`config.mk`:
```
export PLATFORM = sky130hd
export DESIGN_NAME = load_store_unit
export DESIGN_NICKNAME = d
export VERILOG_FILES = /design/src/rtl/load_store_unit_pkg.sv /design/src/rtl/load_store_unit_load_extend.sv /design/src/rtl/load_store_unit.sv
export SDC_FILE = /design/constraint.sdc
export NUM_CORES = 1
export LEC_CHECK = 0
export BUFFER_PORTS_ARGS = -buffer_cell sky130_fd_sc_hd__buf_2
export CORE_AREA = 5 5 164 127
export DETAILED_ROUTE_END_ITERATION = 7
export DIE_AREA = 0 0 169 132
export SLEW_MARGIN = 30
export SYNTH_ARGS = -nofsm -noshare
export SYNTH_HDL_FRONTEND = slang
export SYNTH_SLANG_ARGS = --single-unit
```
`constraint.sdc`:
```
create_clock -name clk -period 4.25 [get_ports clk]
set_clock_uncertainty 0.2 [all_clocks]
set_input_delay 0.425 -clock clk [delete_from_list [all_inputs] [get_ports clk]]
set_output_delay 0.425 -clock clk [all_outputs]
set_load 0.005 [all_outputs]
```
`src/rtl/load_store_unit_pkg.sv`:
```
// Shared declarations for the load/store unit: FSM states, funct3 encodings,
// access sizes and the byte-enable helper.
package common;

  typedef enum logic [1:0] {
    IDLE = 2'b00,
    BUSY = 2'b01,
    DONE = 2'b10
  } lsu_state_t;

  typedef enum logic [1:0] {
    SIZE_B = 2'b00,
    SIZE_H = 2'b01,
    SIZE_W = 2'b10
  } access_size_t;

  localparam logic [2:0] LB  = 3'b000;
  localparam logic [2:0] LH  = 3'b001;
  localparam logic [2:0] LW  = 3'b010;
  localparam logic [2:0] LBU = 3'b100;
  localparam logic [2:0] LHU = 3'b101;

  localparam logic [2:0] SB  = 3'b000;
  localparam logic [2:0] SH  = 3'b001;
  localparam logic [2:0] SW  = 3'b010;

  // funct3[1:0] encodes the size for both loads and stores; [2] is only signedness.
  function automatic access_size_t size_of(input logic [2:0] f3);
    case (f3[1:0])
      2'b00:   return SIZE_B;
      2'b01:   return SIZE_H;
      default: return SIZE_W;
    endcase
  endfunction

  function automatic logic [3:0] byte_enables(input access_size_t size, input logic [1:0] offset);
    case (size)
      SIZE_B:  return 4'b0001 << offset;
      SIZE_H:  return 4'b0011 << offset;
      default: return 4'b1111;
    endcase
  endfunction

endpackage

```
`src/rtl/load_store_unit_load_extend.sv`:
```
// Picks the addressed byte/half lane out of a bus read word and extends it
// to 32 bits according to the load funct3.
module load_extend
  import common::*;
(
  input  logic [31:0] rdata_i,
  input  logic [1:0]  offset_i,
  input  logic [2:0]  funct3_i,
  output logic [31:0] data_o
);

  logic [7:0]  lane_b;
  logic [15:0] lane_h;

  always_comb begin
    lane_b = rdata_i[8*offset_i +: 8];
    lane_h = offset_i[1] ? rdata_i[31:16] : rdata_i[15:0];
    case (funct3_i)
      LB:      data_o = {{24{lane_b[7]}}, lane_b};
      LBU:     data_o = {24'b0, lane_b};
      LH:      data_o = {{16{lane_h[15]}}, lane_h};
      LHU:     data_o = {16'b0, lane_h};
      default: data_o = rdata_i;
    endcase
  end

endmodule

```
`src/rtl/load_store_unit.sv`:
```
// Load/store unit: validates decode-stage memory requests, runs one bus
// transaction at a time with a timeout, and returns extended load data.
module load_store_unit
  import common::*;
#(
  parameter int TIMEOUT_CYCLES = 16
) (
  input  logic        clk,
  input  logic        rst,
  input  logic        control_mem_read,
  input  logic        control_mem_write,
  input  logic [2:0]  funct3,
  input  logic [31:0] addr,
  input  logic [31:0] store_data,
  output logic        stall,
  output logic [31:0] load_data,
  output logic        load_valid,
  output logic        misaligned,
  output logic        access_fault,
  output logic        bus_req,
  output logic        bus_we,
  output logic [31:0] bus_addr,
  output logic [31:0] bus_wdata,
  output logic [3:0]  bus_be,
  input  logic        bus_ack,
  input  logic        bus_err,
  input  logic [31:0] bus_rdata
);

  localparam int TW = $clog2(TIMEOUT_CYCLES) + 1;
  localparam logic [TW-1:0] TIMER_LAST = TW'(TIMEOUT_CYCLES - 1);

  lsu_state_t    state_q, state_d;
  logic [31:0]   addr_q, addr_d;
  logic [31:0]   sdata_q, sdata_d;
  logic [31:0]   load_data_q, load_data_d;
  logic [2:0]    funct3_q, funct3_d;
  logic          we_q, we_d;
  logic          fault_q, fault_d;
  logic [TW-1:0] timer_q, timer_d;

  logic          req_one, req_both, f3_legal, aligned;
  access_size_t  req_size, cur_size;
  logic [31:0]   extended;

  load_extend u_load_extend (
    .rdata_i  (bus_rdata),
    .offset_i (addr_q[1:0]),
    .funct3_i (funct3_q),
    .data_o   (extended)
  );

  always_comb begin
    req_one  = control_mem_read ^ control_mem_write;
    req_both = control_mem_read & control_mem_write;
    req_size = size_of(funct3);
    if (control_mem_write) begin
      f3_legal = (funct3 == SB) || (funct3 == SH) || (funct3 == SW);
    end else begin
      f3_legal = (funct3 == LB) || (funct3 == LH) || (funct3 == LW) ||
                 (funct3 == LBU) || (funct3 == LHU);
    end
    case (req_size)
      SIZE_H:  aligned = ~addr[0];
      SIZE_W:  aligned = (addr[1:0] == 2'b00);
      default: aligned = 1'b1;
    endcase
  end

  // Next-state and outputs; bus signals are driven only while BUSY so they
  // stay frozen on the latched request until ack or timeout.
  always_comb begin
    state_d      = state_q;
    addr_d       = addr_q;
    sdata_d      = sdata_q;
    funct3_d     = funct3_q;
    we_d         = we_q;
    fault_d      = fault_q;
    timer_d      = timer_q;
    load_data_d  = load_data_q;
    cur_size     = size_of(funct3_q);
    stall        = 1'b0;
    load_valid   = 1'b0;
    misaligned   = 1'b0;
    access_fault = 1'b0;
    bus_req      = 1'b0;
    bus_we       = 1'b0;
    bus_addr     = '0;
    bus_wdata    = '0;
    bus_be       = '0;

    case (state_q)
      IDLE: begin
        if (req_both) begin
          access_fault = 1'b1;
        end else if (req_one) begin
          if (!f3_legal) begin
            access_fault = 1'b1;
          end else if (!aligned) begin
            misaligned = 1'b1;
          end else begin
            stall    = 1'b1;
            addr_d   = addr;
            sdata_d  = store_data;
            funct3_d = funct3;
            we_d     = control_mem_write;
            fault_d  = 1'b0;
            timer_d  = '0;
            state_d  = BUSY;
          end
        end
      end
      BUSY: begin
        stall    = 1'b1;
        bus_req  = 1'b1;
        bus_we   = we_q;
        bus_addr = {addr_q[31:2], 2'b00};
        bus_be   = byte_enables(cur_size, addr_q[1:0]);
        case (cur_size)
          SIZE_B:  bus_wdata = {4{sdata_q[7:0]}};
          SIZE_H:  bus_wdata = {2{sdata_q[15:0]}};
          default: bus_wdata = sdata_q;
        endcase
        if (bus_ack) begin
          state_d = DONE;
          fault_d = bus_err;
          if (!we_q && !bus_err) begin
            load_data_d = extended;
          end
        end else if (timer_q == TIMER_LAST) begin
          state_d = DONE;
          fault_d = 1'b1;
        end else begin
          timer_d = timer_q + TW'(1);
        end
      end
      DONE: begin
        access_fault = fault_q;
        load_valid   = ~we_q & ~fault_q;
        state_d      = IDLE;
      end
      default: state_d = IDLE;
    endcase

    // The IDLE strobes follow the request inputs, so hold them low while in reset.
    if (rst) begin
      stall        = 1'b0;
      misaligned   = 1'b0;
      access_fault = 1'b0;
    end
  end

  assign load_data = load_data_q;

  always_ff @(posedge clk or posedge rst) begin
    if (rst) begin
      state_q     <= IDLE;
      addr_q      <= '0;
      sdata_q     <= '0;
      funct3_q    <= '0;
      we_q        <= 1'b0;
      fault_q     <= 1'b0;
      timer_q     <= '0;
      load_data_q <= '0;
    end else begin
      state_q     <= state_d;
      addr_q      <= addr_d;
      sdata_q     <= sdata_d;
      funct3_q    <= funct3_d;
      we_q        <= we_d;
      fault_q     <= fault_d;
      timer_q     <= timer_d;
      load_data_q <= load_data_d;
    end
  end

endmodule

```
==> metrics.csv <==
metric,value,unit
worst slew pin tran,890.9,ps
Pwr Total,5056,µW
leading register cell type out of synthesis,dfrtp_1,
"Seq/Total Area, Yosys",48.39,%
register bit total from synthesis,108,
Final Setup Violations,0,
Hold Fails Final Rpt,0,
"top cells by count, synth","108 x dfrtp_1, 65 x nor2_1, 59 x a21oi_1",
Pre-antenna DRT Iters,4,
Final Util,37.86,%
WL/cell,17.07,µm
DR vias/cell,4.820,
"Distinct cells, synth",53,
CTS Buffer Depth,2,
die width,169,µm
largest area contributor in the netlist,dfrtp_1,
Critical Path Start Type,flip-flop,
initial antenna violation count,2,
Fmax,0.3301,GHz
vias in the first global route,4920,
Die Span Y,132,µm
die area,22310,µm²
TritonCTS Sinks,108,
Ports,211,
top-count cell post-synth,dfrtp_1,
Worst slew margin,40.41,%
setup TNS,0,ps
top-area cell type share of the netlist area,48.39,%
largest net degree at the start of global routing,68,
syn_area_per_cell,10.16,µm²
Worst Path Arrival,2400,ps
Tot GR Track Use,15.21,%
grt ovf,0,
Final Critical Period,3029,ps
Skew-Pair Late Insertion Delay,350,ps
status,"complete, no violations",
Max-Cap Viols,0,
P per Cell Area,703.1,nW/µm²
Post-CTS Setup Bufs,0,
unrepaired setup endpoints after global routing,false,
final worst path period share,71.28,%
global-route wire length before repair,27180,µm
port buffer count,208,
routability congestion estimate,0.7682,
Clock Pin Slew Worst Setup and Hold Paths,80,ps
cell area after layout,7191,µm²
DRT Wirelength,17000,µm
"Req. time, crit path",3620,ps
Worst Hold Class,in -> reg,
Initial Util,29.41,%
Root Buffer Master,clkbuf_16,
residual DRC count,0,
Num CTS Buffers,9,
area grow syn2layout,28.74,%
"Cell Area, Placed",6834,µm²
crit end category,primary output,
Final ANT Viol Nets,0,
H-tree depth,3,
CTS tree,done,
final net count,846,
Mapped Cells,550,
Synth area leaders,"dfrtp_1 48%, mux2_2 9.7%, a21oi_1 5.3%",
max-slew violation count,0,
VDD IR-drop max,0.2759,mV
Post-synth EDFFs,0,
share of cells above drive strength 1,39.17,%
antenna cells,0,
row cnt,44,
Post-Syn Area,5585,µm²
area of the core,18990,µm²
CP max FO,19,
Leak,0.003483,µW
Setup Crit Path Kind,reg -> out,
Final HPWL DP,12440,µm
vias after detailed routing,4801,
Iter 0 DRT Violations,198,
ys async rst share,100.0,%
Synthesis Warnings,0,
==> worst max-delay path, stage by stage, from the launching register on <==
cell and delay (ps):
dfrtp_1 700, nor2_1 780, nand2_1 110, a21oi_1 280
buf_2 180
==> per-stage QoR <==
step | hold WS, ps | cells | setup WS (ps)
finish | 84.57 | 996 | 1221
global route | 65.98 | 996 | 1059
CTS | 62.34 | 996 | 1196
detailed placement | 276.1 | 979 | 1449
global placement | 267.8 | 979 | 1467
floorplan | 257.9 | 551 | 779.4
==> routing by layer <==
metal	vias up	wire length, µm	GRT usage, %
li1	2292	-	-
met1	2304	7575	20.45
met2	182	7557	23.17
met3	19	1598	6.025
met4	4	237	3.532
met5	-	32	0
==> final timing paths <==
path	start	to	cells after the start	slack, ps
max	funct3_q[0]	bus_wdata[15]	4	1220
min	store_data[8]	sdata_q[8]	2	80
max reg2reg	funct3_q[1]	load_data[19]	5	1620
min reg2reg	load_data[3]	load_data[3]	2	290
max in group asynchronous	rst	sdata_q[25]	4	2440
min in group asynchronous	rst	funct3_q[0]	3	480
==> placed cells by master, fill, tap and decap left out, types with 12 or more instances in the layout <==
cell and n:
buf_2 208, dfrtp_1 107, nor2_1 65, a21oi_1 59, mux2_2 48, and2_1 39
nand2_1 36, mux2_1 20, mux2i_1 20, o21ai_0 15, inv_1 12
==> power by group <==
| part | internal (µW) | total (µW) | switching (µW) |
|---|---|---|---|
| combinational | 1040 | 2110 | 1070 |
| sequential | 1540 | 1990 | 447 |
| clock | 534 | 957 | 423 |
==> final cells by class <==
class | count | area, µm²
fillers | 1974 | 11800
flip-flops and latches | 108 | 2704
multi-input cells | 388 | 2646
repair buffers | 218 | 1131
well taps | 253 | 316.6
clock buffers | 9 | 225.2
clock inverters | 7 | 116.4
inverters | 13 | 51.30
==> cell families after synthesis <==
| kind of cell | synth area share, % |
|---|---|
| DFF | 48.39 |
| muxes | 17.70 |
| AOI/OAI and AO/OA | 13.04 |
| and+or+nand+nor | 15.64 |
| other | 0.06714 |
| buffers and inverters | 4.503 |
| adders and majority gates | 0.6721 |
==> flip-flops by register name, summed over array words and instances (netlist names) <==
signal     flops
fault_q        1
timer_q        5
funct3_q       3
sdata_q       32
addr_q        32
we_q           1
state_q        2
load_data     32
==> what timing repair did <==
| item | in CTS | in global routing |
|---|---|---|
| hold buffers | 1 | 0 |
| hold endpoints to repair | 35 | 0 |
| resized for setup | 0 | 0 |
Note: power is estimated with default switching activity, not from simulation.
